## config.mk

```make
export PLATFORM = sky130hd
export DESIGN_NAME = fifo_wr_arbiter
export DESIGN_NICKNAME = d
export VERILOG_FILES = /design/src/rtl/fifo_wr_arbiter.sv
export SDC_FILE = /design/constraint.sdc
export NUM_CORES = 1
export LEC_CHECK = 0
export BUFFER_PORTS_ARGS = -buffer_cell sky130_fd_sc_hd__buf_2
export CORE_UTILIZATION = 35
export CTS_BUF_LIST = sky130_fd_sc_hd__clkbuf_8
export DETAILED_ROUTE_END_ITERATION = 6
export PLACE_DENSITY_LB_ADDON = 0.2
export RECOVER_POWER = 100
export SETUP_SLACK_MARGIN = 0.2
export SKIP_LAST_GASP = 1
export SYNTH_ARGS = -nofsm -noshare
export SYNTH_HDL_FRONTEND = slang
export SYNTH_SLANG_ARGS = --single-unit
```

## constraint.sdc

```tcl
create_clock -name clk -period 2.5 [get_ports clk]
set_input_delay 0.75 -clock clk [delete_from_list [all_inputs] [get_ports clk]]
set_output_delay 0.75 -clock clk [all_outputs]
set_load 0.03 [all_outputs]
```

## src/rtl/fifo_wr_arbiter.sv

```systemverilog
// rtl/fifo_wr_arbiter.sv - burst-locked round-robin arbiter for an async FIFO write port
//
// Ports:
//   clk        write-domain clock (FIFO clk_wr)
//   rst_n      asynchronous active-low reset
//   i_req      per-requester request, held while the requester has data
//   i_data     per-requester data, requester k at [k*Width +: Width]
//   i_last     per-requester last-beat marker
//   i_full     FIFO full flag, used as backpressure
//   o_gnt      registered one-hot grant
//   o_wr_en    FIFO write enable
//   o_wr_data  FIFO write data (granted requester's data, else 0)
//   o_busy     high while a burst owns the port
//   o_abort    one-cycle pulse after the owner dropped its request mid-burst
module fifo_wr_arbiter #(
    parameter int NumReq   = 4,
    parameter int Width    = 8,
    parameter int MaxBurst = 16
) (
    input  logic                    clk,
    input  logic                    rst_n,
    input  logic [NumReq-1:0]       i_req,
    input  logic [NumReq*Width-1:0] i_data,
    input  logic [NumReq-1:0]       i_last,
    input  logic                    i_full,
    output logic [NumReq-1:0]       o_gnt,
    output logic                    o_wr_en,
    output logic [Width-1:0]        o_wr_data,
    output logic                    o_busy,
    output logic                    o_abort
);

    localparam int IdxW = (NumReq > 1) ? $clog2(NumReq) : 1;
    localparam int CntW = $clog2(MaxBurst) + 1;

    typedef enum logic {
        S_IDLE  = 1'b0,
        S_BURST = 1'b1
    } state_t;

    state_t             state_q, state_d;
    logic [NumReq-1:0]  gnt_q, gnt_d;
    logic [IdxW-1:0]    last_owner_q, last_owner_d;
    logic [CntW-1:0]    beat_cnt_q, beat_cnt_d;
    logic               abort_q, abort_d;

    logic               owner_req;
    logic               owner_last;
    logic               accept;
    logic               pick_valid;
    logic [IdxW-1:0]    pick_idx;
    logic [IdxW:0]      cand;

    // The grant is one-hot, so masking then OR-reducing selects the owner's bit.
    assign owner_req  = |(gnt_q & i_req);
    assign owner_last = |(gnt_q & i_last);
    assign accept     = owner_req & ~i_full;

    // Round-robin pick: scan upward starting one past the previous owner,
    // wrapping modulo NumReq, and take the first requester found.
    always_comb begin
        pick_valid = 1'b0;
        pick_idx   = '0;
        cand       = '0;
        for (int i = 1; i <= NumReq; i++) begin
            cand = {1'b0, last_owner_q} + (IdxW + 1)'(i);
            if (cand >= (IdxW + 1)'(NumReq)) begin
                cand = cand - (IdxW + 1)'(NumReq);
            end
            if (!pick_valid && i_req[cand[IdxW-1:0]]) begin
                pick_valid = 1'b1;
                pick_idx   = cand[IdxW-1:0];
            end
        end
    end

    always_ff @(posedge clk or negedge rst_n) begin
        if (!rst_n) begin
            state_q      <= S_IDLE;
            gnt_q        <= '0;
            last_owner_q <= IdxW'(NumReq - 1);
            beat_cnt_q   <= '0;
            abort_q      <= 1'b0;
        end else begin
            state_q      <= state_d;
            gnt_q        <= gnt_d;
            last_owner_q <= last_owner_d;
            beat_cnt_q   <= beat_cnt_d;
            abort_q      <= abort_d;
        end
    end

    always_comb begin
        state_d      = state_q;
        gnt_d        = gnt_q;
        last_owner_d = last_owner_q;
        beat_cnt_d   = beat_cnt_q;
        abort_d      = 1'b0;
        case (state_q)
            S_IDLE: begin
                if (pick_valid) begin
                    state_d      = S_BURST;
                    gnt_d        = NumReq'(1) << pick_idx;
                    last_owner_d = pick_idx;
                    beat_cnt_d   = '0;
                end
            end
            S_BURST: begin
                if (!owner_req) begin
                    state_d    = S_IDLE;
                    gnt_d      = '0;
                    beat_cnt_d = '0;
                    abort_d    = 1'b1;
                end else if (accept) begin
                    if (owner_last || beat_cnt_q == CntW'(MaxBurst - 1)) begin
                        state_d    = S_IDLE;
                        gnt_d      = '0;
                        beat_cnt_d = '0;
                    end else begin
                        beat_cnt_d = beat_cnt_q + CntW'(1);
                    end
                end
                // Full with the owner still requesting: hold everything.
            end
            default: begin
                state_d = S_IDLE;
                gnt_d   = '0;
            end
        endcase
    end

    always_comb begin
        o_gnt     = gnt_q;
        o_busy    = (state_q == S_BURST);
        o_abort   = abort_q;
        o_wr_en   = accept;
        o_wr_data = '0;
        for (int k = 0; k < NumReq; k++) begin
            o_wr_data = o_wr_data | (i_data[k*Width +: Width] & {Width{gnt_q[k]}});
        end
    end

endmodule
```

# Word level (Yosys, flattened, before mapping)
# Index checks and enable logic that the tools add are counted.
# Widths: inputs -> output; s select.
# totals
inputBits,43
register_bits,13
out_inout_bits,15
# classes
mux,37
n_reduce_logical,12
n_addsub,9
shift,1
n_bitwise,12
n_lt_le_gt_ge,8
n_eq_ne,4
# op_table
cell,n
$and 8x8->8,4
$or 8x8->8,3
$mux 5,4
$mux 2,8
$mux 4,4
$mux 1,14
$ge 3x3->1 const B,4
$lt 2x3->1 const B,4
$pmux 5 s2,1
$and 4x4->4,2
$bmux 1 s2,4
$pmux 4 s2,1
$reduce_or 4->1,2
$sub 2x1->2 const B,4
$add 2x2->3 const B,2
$add 5x1->5 const B,1
$eq 5x4->1 const B,1
$reduce_and 2->1,2
$shl 1x2->4 const A,1
$add 2x1->3 const B,1
$add 2x3->3 const B,1
$logic_and 1x1->1,3
$logic_not 1->1,3
$ne 3x2->1 const B,1
other kinds (7),8

# Logic depth before layout (Yosys ltp)
# Gate-level depths: netlist (run 1).
# depth
ltp_word,18
mapped_depth,7
depth_no_buf,7

# Worst setup path after synthesis (run 1)
# No wires, ideal clock.
# synth_path
path_kind,input port to output port
from,input i_req[3]
to,output o_wr_en
t_arrival_ps,1437
path_slack_ps,313
t_required_ps,1750
path_stages,3
cell_sequence,a22oi_1 > and2_1 > nor2_1
# synth_between
elab_chain_len,3
# synth_rtl
item,line,rtl
"start, declared",22,"input logic [NumReq-1:0] i_req,"
$and 4x4->4,55,assign owner_req = |(gnt_q & i_req);
$reduce_or 4->1,55,
$and 1x1->1,57,assign accept = owner_req & ~i_full;
"end, declared",27,"output logic o_wr_en,"
# Every way passes these cells.

# Final worst setup path (run 1)
# Same ends and word-level chain as after synthesis.

==> impl_summary.txt, run 1 <==
----------------------------------------------------
[STA]
  Number of endpoints failing setup at the final stage ... 0
  Setup repair after global routing missed its margin ... no
  Final critical-path setup slack ... slightly above 200 ps
  Slew HR ... 51.27%
  Achievable clock frequency ... about 440 MHz
  Largest clock skew in the final design ... about 1.7 ps
  Total Negative Setup Slacks ... 0 ps
  Endpoints failing hold ... 0
  Worst Tran Pin Value ... 730.9 ps
  Final min period ... about 2300 ps
  Period utilisation layout ... roughly nine tenths
  Hold Slack ... roughly 500 ps
  Number of max-slew violations in the final report ... 0

[Logic synthesis]
  Cell type with the highest aggregate area in the netlist ... sky130_fd_sc_hd__dfrtp_1
  Average instance area after synthesis ... ~8.9 µm²
  Sequential fraction of the synthesis area ... between 30% and 40%
  Area share of the leading cell type in the synthesized netlist ... a little under a third
  Post-synth EDFFs ... 0
  Post-synthesis sequential element count ... 13
  Gate count of the mapped netlist ... just over 100
  Yosys warning total ... 0
  Primary FF master, synth ... sky130_fd_sc_hd__dfrtp_1
  Share of flip-flops with an asynchronous set or reset after synthesis ... 100.0%
  Number of unique standard cell types used by synthesis ... 32
  Synthesized area ... around 900 µm²
  Ranking of synthesized cells by area ... sky130_fd_sc_hd__dfrtp_1 30%, sky130_fd_sc_hd__a22oi_1 15%, sky130_fd_sc_hd__dfstp_2 5.8%
  Post-Syn Nets ... approximately 150

[Clock tree]
  # clock sinks ... 13
  TritonCTS Buffers ... 3
  CTS clock-pin slew for the worst setup and hold paths ... about 60 ps
  Insertion delay of the later-clocked pin in the worst-skew pair ... 240 ps
  # H-tree levels ... 1
  Hold buffer count at cts ... 0
  Clock Path Buffers ... 2
  Clock Root Buffer ... sky130_fd_sc_hd__clkbuf_8
  Clock tree from TritonCTS ... yes

[Route]
  Total via count after detailed routing ... around 1,100
  Detail-routed net length per standard cell ... roughly 13 µm
  Total DRC errors in the routed layout ... 0
  Sum of routed wire length over all layers ... between 2000 and 2500 µm
  Count of nets left with antenna violations after detail routing ... 0
  Drt first pass iters ... 4
  Number of vias per cell after detailed routing ... between 5 and 6
  Number of DRC violations after detailed-routing iteration 0 ... 28

[Floorplan]
  Initial Util ... about 37%
  DIE HEIGHT ... around 53 µm
  Top-level I/O count ... 58
  Number of placement rows ... 18
  Core area ... around 0.0025 mm²
  Die extent in x ... around 53 µm
  Area of the die ... about 0.0028 mm²

[Global routing]
  Pin count of the biggest net entering global routing ... 14
  Number of antenna violations at the first check in global routing ... 0
  First-pass GRT wire length ... about 3800 µm
  Number of global-route vias before repair ... approximately 860
  Total global-route track usage ... about 18%
  Overall overflow remaining after global route ... 0

[Place]
  Pre-CTS setup slack ... ~200 ps
  Placed cell areas ... 0.001215 mm²
  Post-detail-place hpwl ... around 1900 µm
  IO Port Bufs ... 57
  Final Wtd Congestion ... between 0.8 and 0.9

[Pwr]
  Ratio of total power to cell area ... ~1200 mW/mm²
  Max IR drop VDD ... approximately 0.0007 V
  Leakage ... 0.6266 nW

[Critical path]
  Critical Path RT ... approximately 1800 ps
  Crit-path slowest cell ... sky130_fd_sc_hd__a22oi_1
  Peak fanout along the critical path ... 5
  Highest cell delay on the worst timing path ... between 200 and 300 ps
  List of cells traversed by the critical path ... buf_2, a22oi_1, and2_4, nor2_1, buf_2
  Kind of capture point of the worst setup path ... output pin
  Signal arrival time at the worst endpoint ... between 1500 and 2000 ps
  Worst setup path category ... in -> out
  Most used cell, CP ... sky130_fd_sc_hd__buf_2
  Critical path buffer and inverter count ... 2
  CP startpoint kind ... input port
  Total number of cells along the worst setup path ... 5
  Cell type group with the largest total delay on the critical path ... buffers and inverters
  Number of cells on the worst reg-to-reg path ... 7

[Cells and area]
  Total non-filler cell area in the finished layout ... ~0.0012 mm²
  Synthesis-to-layout area growth ... 37.67%
  Layout net count ... approximately 210
  Antenna Diode Count ... 0
  Fraction of final layout cells with drive strength greater than 1 ... around a third
  Final design utilization ... 50.66%
  Final-layout fill cell count ... between 200 and 250

[Worst hold path]
  Path category of the worst min-delay check ... reg -> reg
  Worst hold stages ... 1

[Outcome]
  Result of the run ... completed

[Run]
  # Max-Cap Violations ... 0

----------------------------------------------------
per-layer routing:
layer | wire (µm) | global-route usage, % | part of all wire, %
met5 | 0 | 0 | 0
met2 | 1231 | 29.11 | 49
met3 | 149 | 2.609 | 6.0
met4 | 8 | 3.947 | 0.32
met1 | 1098 | 25.67 | 44
repair_timing:
item / CTS / global route
hold endpoints to repair: 0 / 0
resized for setup: 0 / 4
setup buffers: 0 / 0
endpoints found under the setup margin: 0 / 1
layout by cell type (no fill, tap or decap), drive strengths merged, types with 2 or more instances in the layout:
cell type	netlist	final
o2bb2ai	2	2
and3	2	2
nor2	4	4
or3	2	2
a21oi	4	4
clkbuf	0	18
inv	6	7
ha	2	2
a22o	5	5
a31oi	2	2
nand2	12	12
a21o	4	4
o21ai	2	2
o211ai	2	2
nand3	2	2
and2	2	2
dfstp	2	2
a22oi	18	18
buf	4	44
nand2b	3	3
dfrtp	11	11
nor4	2	2
through the flow:
step | instances | power, mW
after floorplan | 101 | 1.097
after global placement | 186 | 1.365
after detailed placement | 186 | 1.376
after CTS | 190 | 1.567
after global routing | 190 | 1.653
final | 190 | 1.538
path summary, 6_finish.rpt:
| path | slack (ps) | from | endpoint |
|---|---|---|---|
| setup reg to reg | 430 | beat_cnt_q[0] | beat_cnt_q[3] |
| min in group asynchronous | 540 | rst_n | o_busy |
| max in group asynchronous | 1500 | rst_n | o_gnt[0] |
| hold / removal | 510 | beat_cnt_q[4] | beat_cnt_q[4] |
| hold reg to reg | 510 | beat_cnt_q[4] | beat_cnt_q[4] |
| setup / recovery | 200 | i_req[3] | o_wr_en |
worst reg2reg max path, cell delays in order (launching register included):
cell                       delay [ps]
sky130_fd_sc_hd__dfrtp_1          400
sky130_fd_sc_hd__ha_1             220
sky130_fd_sc_hd__and3_1           180
sky130_fd_sc_hd__ha_1             170
sky130_fd_sc_hd__a21oi_1          250
sky130_fd_sc_hd__nand2_1          150
sky130_fd_sc_hd__or4_1            500
sky130_fd_sc_hd__o211ai_1         110
flip-flops by register name, summed over array words and instances (netlist names):
name,cells
last_owner_q,2
beat_cnt_q,5
o_busy,1
o_abort,1
o_gnt,4
report_power, final:
part	total [mW]	switching [mW]	internal, mW
combinational	0.942	0.628	0.314
clock	0.183	0.0749	0.108
sequential	0.413	0.122	0.291
cell usage after synthesis (2+ instances only):
| master | instances |
|---|---|
| sky130_fd_sc_hd__o2bb2ai_1 | 2 |
| sky130_fd_sc_hd__nand2b_1 | 3 |
| sky130_fd_sc_hd__a22o_1 | 5 |
| sky130_fd_sc_hd__a21o_1 | 3 |
| sky130_fd_sc_hd__o21ai_0 | 2 |
| sky130_fd_sc_hd__nand3_1 | 2 |
| sky130_fd_sc_hd__inv_1 | 6 |
| sky130_fd_sc_hd__nand2_1 | 12 |
| sky130_fd_sc_hd__dfrtp_1 | 11 |
| sky130_fd_sc_hd__and2_1 | 2 |
| sky130_fd_sc_hd__nor2_1 | 4 |
| sky130_fd_sc_hd__a31oi_1 | 2 |
| sky130_fd_sc_hd__nor4_1 | 2 |
| sky130_fd_sc_hd__buf_2 | 3 |
| sky130_fd_sc_hd__dfstp_2 | 2 |
| sky130_fd_sc_hd__and3_1 | 2 |
| sky130_fd_sc_hd__a22oi_1 | 18 |
| sky130_fd_sc_hd__ha_1 | 2 |
| sky130_fd_sc_hd__a21oi_1 | 4 |
| sky130_fd_sc_hd__or3_1 | 2 |
final cells by class:
type	instances	area, µm²	share of cell area, %
multi-input combinational	78	529.3	42.56
inverter	6	22.52	1.811
timing repair buffer	59	281.5	22.64
clock inverter	1	3.754	0.3018
sequential	13	327.8	26.36
tap	30	37.54	3.018
clock buffer	3	41.29	3.320
logic make-up after synthesis:
kind of cell | count (synthesis) | synth area share [%]
DFF | 13 | 36.29
adders and majority gates | 2 | 2.770
muxes | 1 | 1.246
and+or+nand+nor | 30 | 16.20
buffers and inverters | 10 | 5.401
AOI/OAI and AO/OA | 45 | 38.09
No activity file was read; power rests on OpenSTA's default activity.
==> run 2: changes to the inputs <==
CORE_MARGIN = 3   (was default)
==> run 2 against run 1 <==
  * Register-to-register slack about the same
  * Sequential share of layout area about the same
  * Count of clock-buffer cells in the layout is the same
  * Flip-flop and latch count unchanged
  * Worst setup slack got worse by 21 ps
  * Combinational power is 3.4% higher
  * Final cell count is 0.53% lower
  * Clock power increased by 3%
==> impl_summary.txt, run 2 (same netlist as run 1, synthesis figures left out) <==
----------------------------------------------------
[Cells and area]
  Register containing the most flip-flops in the final layout ... beat_cnt_q
  Max reg flops ... 5
  Most common cell after layout, fill and taps aside ... sky130_fd_sc_hd__buf_2
  Antenna Diode Count ... 0
  Number of cells in the finished layout apart from fillers ... between 150 and 200
  Final design utilization ... between 50% and 60%
  Layout net count ... slightly above 200
  Fraction of final layout cells with drive strength greater than 1 ... between 30% and 40%
  Commonest non-fill, non-tap cells in the layout ... 41 x sky130_fd_sc_hd__buf_2, 17 x sky130_fd_sc_hd__a22oi_1, 16 x sky130_fd_sc_hd__clkbuf_1
  Synthesis-to-layout area growth ... 37.81%

[Critical path]
  List of cells traversed by the critical path ... clkbuf_1, a22oi_1, and2_1, nor2_1, buf_2
  Signal arrival time at the worst endpoint ... between 1500 and 2000 ps
  Kind of capture point of the worst setup path ... output pin
  Crit-path slowest cell ... sky130_fd_sc_hd__a22oi_1
  Peak fanout along the critical path ... 5
  Worst R2R End ... beat_cnt_q[0]
  Number of cells on the worst reg-to-reg path ... 7
  Critical Path RT ... between 1500 and 2000 ps
  Worst reg2reg startpoint ... beat_cnt_q[0]
  Beginning of the critical path ... i_req[3]
  Cell type group with the largest total delay on the critical path ... buffers and inverters
  Worst setup path category ... in -> out
  Highest cell delay on the worst timing path ... 260 ps
  Reg-to-reg slack, setup ... ~440 ps
  Critical path buffer and inverter count ... 2
  CP startpoint kind ... input port

[STA]
  Largest clock skew in the final design ... about 0.65 ps
  Period utilisation layout ... 92.78%
  Number of max-slew violations in the final report ... 0
  Final critical-path setup slack ... about 180 ps
  Setup repair after global routing missed its margin ... no
  Final min period ... approximately 2300 ps
  Total Negative Setup Slacks ... 0 ps
  Endpoints failing hold ... 0
  Worst Tran Pin Value ... between 700 and 800 ps
  Achievable clock frequency ... about 430 MHz
  Number of endpoints failing setup at the final stage ... 0
  Slew HR ... 52.10%

[Clock tree]
  TritonCTS Buffers ... 3
  # H-tree levels ... 1
  Clock Root Buffer ... sky130_fd_sc_hd__clkbuf_8
  Setup fix buffers added after clock tree synthesis ... 0
  Clock tree from TritonCTS ... yes
  CTS clock-pin slew for the worst setup and hold paths ... approximately 60 ps
  # clock sinks ... 13
  Clock Path Buffers ... 2
  Insertion delay of the later-clocked pin in the worst-skew pair ... between 200 and 250 ps

[Route]
  Total DRC errors in the routed layout ... 0
  Drt first pass iters ... 4
  Detail-routed net length per standard cell ... 14.20 µm
  Sum of routed wire length over all layers ... roughly 2700 µm
  Number of DRC violations after detailed-routing iteration 0 ... 54
  Number of vias per cell after detailed routing ... roughly 5.5
  Count of nets left with antenna violations after detail routing ... 0
  Total via count after detailed routing ... 1,031

[Global routing]
  Pin count of the biggest net entering global routing ... 14
  Total global-route track usage ... roughly 17%
  Number of antenna violations at the first check in global routing ... 0
  Number of global-route vias before repair ... between 900 and 1,000
  Overall overflow remaining after global route ... 0
  First-pass GRT wire length ... about 4300 µm

[Run]
  # Max-Cap Violations ... 0

[Worst hold path]
  Worst hold stages ... 1
  Worst min-delay path startpoint ... beat_cnt_q[4]
  Worst Hold Endpoint ... beat_cnt_q[4]
  Path category of the worst min-delay check ... reg -> reg

[Pwr]
  Ratio of total power to cell area ... roughly 1200 mW/mm²
  Max IR drop VDD ... ~0.0007 V
  Leakage ... roughly 0.63 nW

[Place]
  Final Wtd Congestion ... slightly above 0.8
  Post-detail-place hpwl ... roughly 2100 µm
  IO Port Bufs ... 57
  Cell total after placement ... approximately 190
  Pre-CTS setup slack ... a little over 200 ps

[Floorplan]
  Initial Util ... 38.96%
  Core area ... roughly 0.0023 mm²
  Top-level I/O count ... 58
  Die extent in x ... ~57 µm
  Number of placement rows ... 17
  Area of the die ... 0.003227 mm²
  DIE HEIGHT ... between 50 and 60 µm

[Outcome]
  Result of the run ... completed

----------------------------------------------------
[run 2: layout make-up]
class,instances,area (µm²)
Fill cell,228,1074
Multi-Input combinational cell,78,526.8
Sequential cell,13,327.8
Timing Repair Buffer,60,287.8
Clock buffer,3,41.29
Tap cell,28,35.03
Inverter,6,22.52
Clock inverter,1,3.754
[run 2: layer usage]
metal | track usage [%] | routed length (µm)
met1 | 21.27 | 1124
met2 | 28.05 | 1326
met3 | 3.678 | 209
met4 | 3.974 | 23
met5 | 0 | 0
[run 2: through the flow]
step | instance area (µm²) | power [mW] | hold slack, ps
after global placement | 1220 | 1.380 | 482.5
after global routing | 1245 | 1.661 | 549.9
after CTS | 1265 | 1.589 | 392.9
after floorplan | 903.4 | 1.097 | 454.4
after detailed placement | 1220 | 1.400 | 490.6
final | 1245 | 1.555 | 502.9
[run 2: worst max path at each step]
| stage | slack (ps) | cells past startpoint | end |
|---|---|---|---|
| 2_1_floorplan | 310 | 3 | o_wr_en |
| 3_3_place_gp | 200 | 5 | o_wr_en |
| 3_5_place_dp | 200 | 5 | o_wr_en |
| 4_1_cts | 200 | 5 | o_wr_en |
| 5_1_grt | 120 | 5 | o_wr_en |
| 6_report | 180 | 5 | o_wr_en |
[run 2: timing repair]
| action | 4_1_cts | 5_1_grt |
|---|---|---|
| endpoints found under the setup margin | 0 | 1 |
| resized for setup | 0 | 3 |
| hold buffers | 0 | 0 |
[run 2: report_power, final]
group	internal, mW	leakage (nW)	switching [mW]
sequential	0.291	0.168	0.102
clock	0.109	0.0269	0.0795
combinational	0.314	0.431	0.660
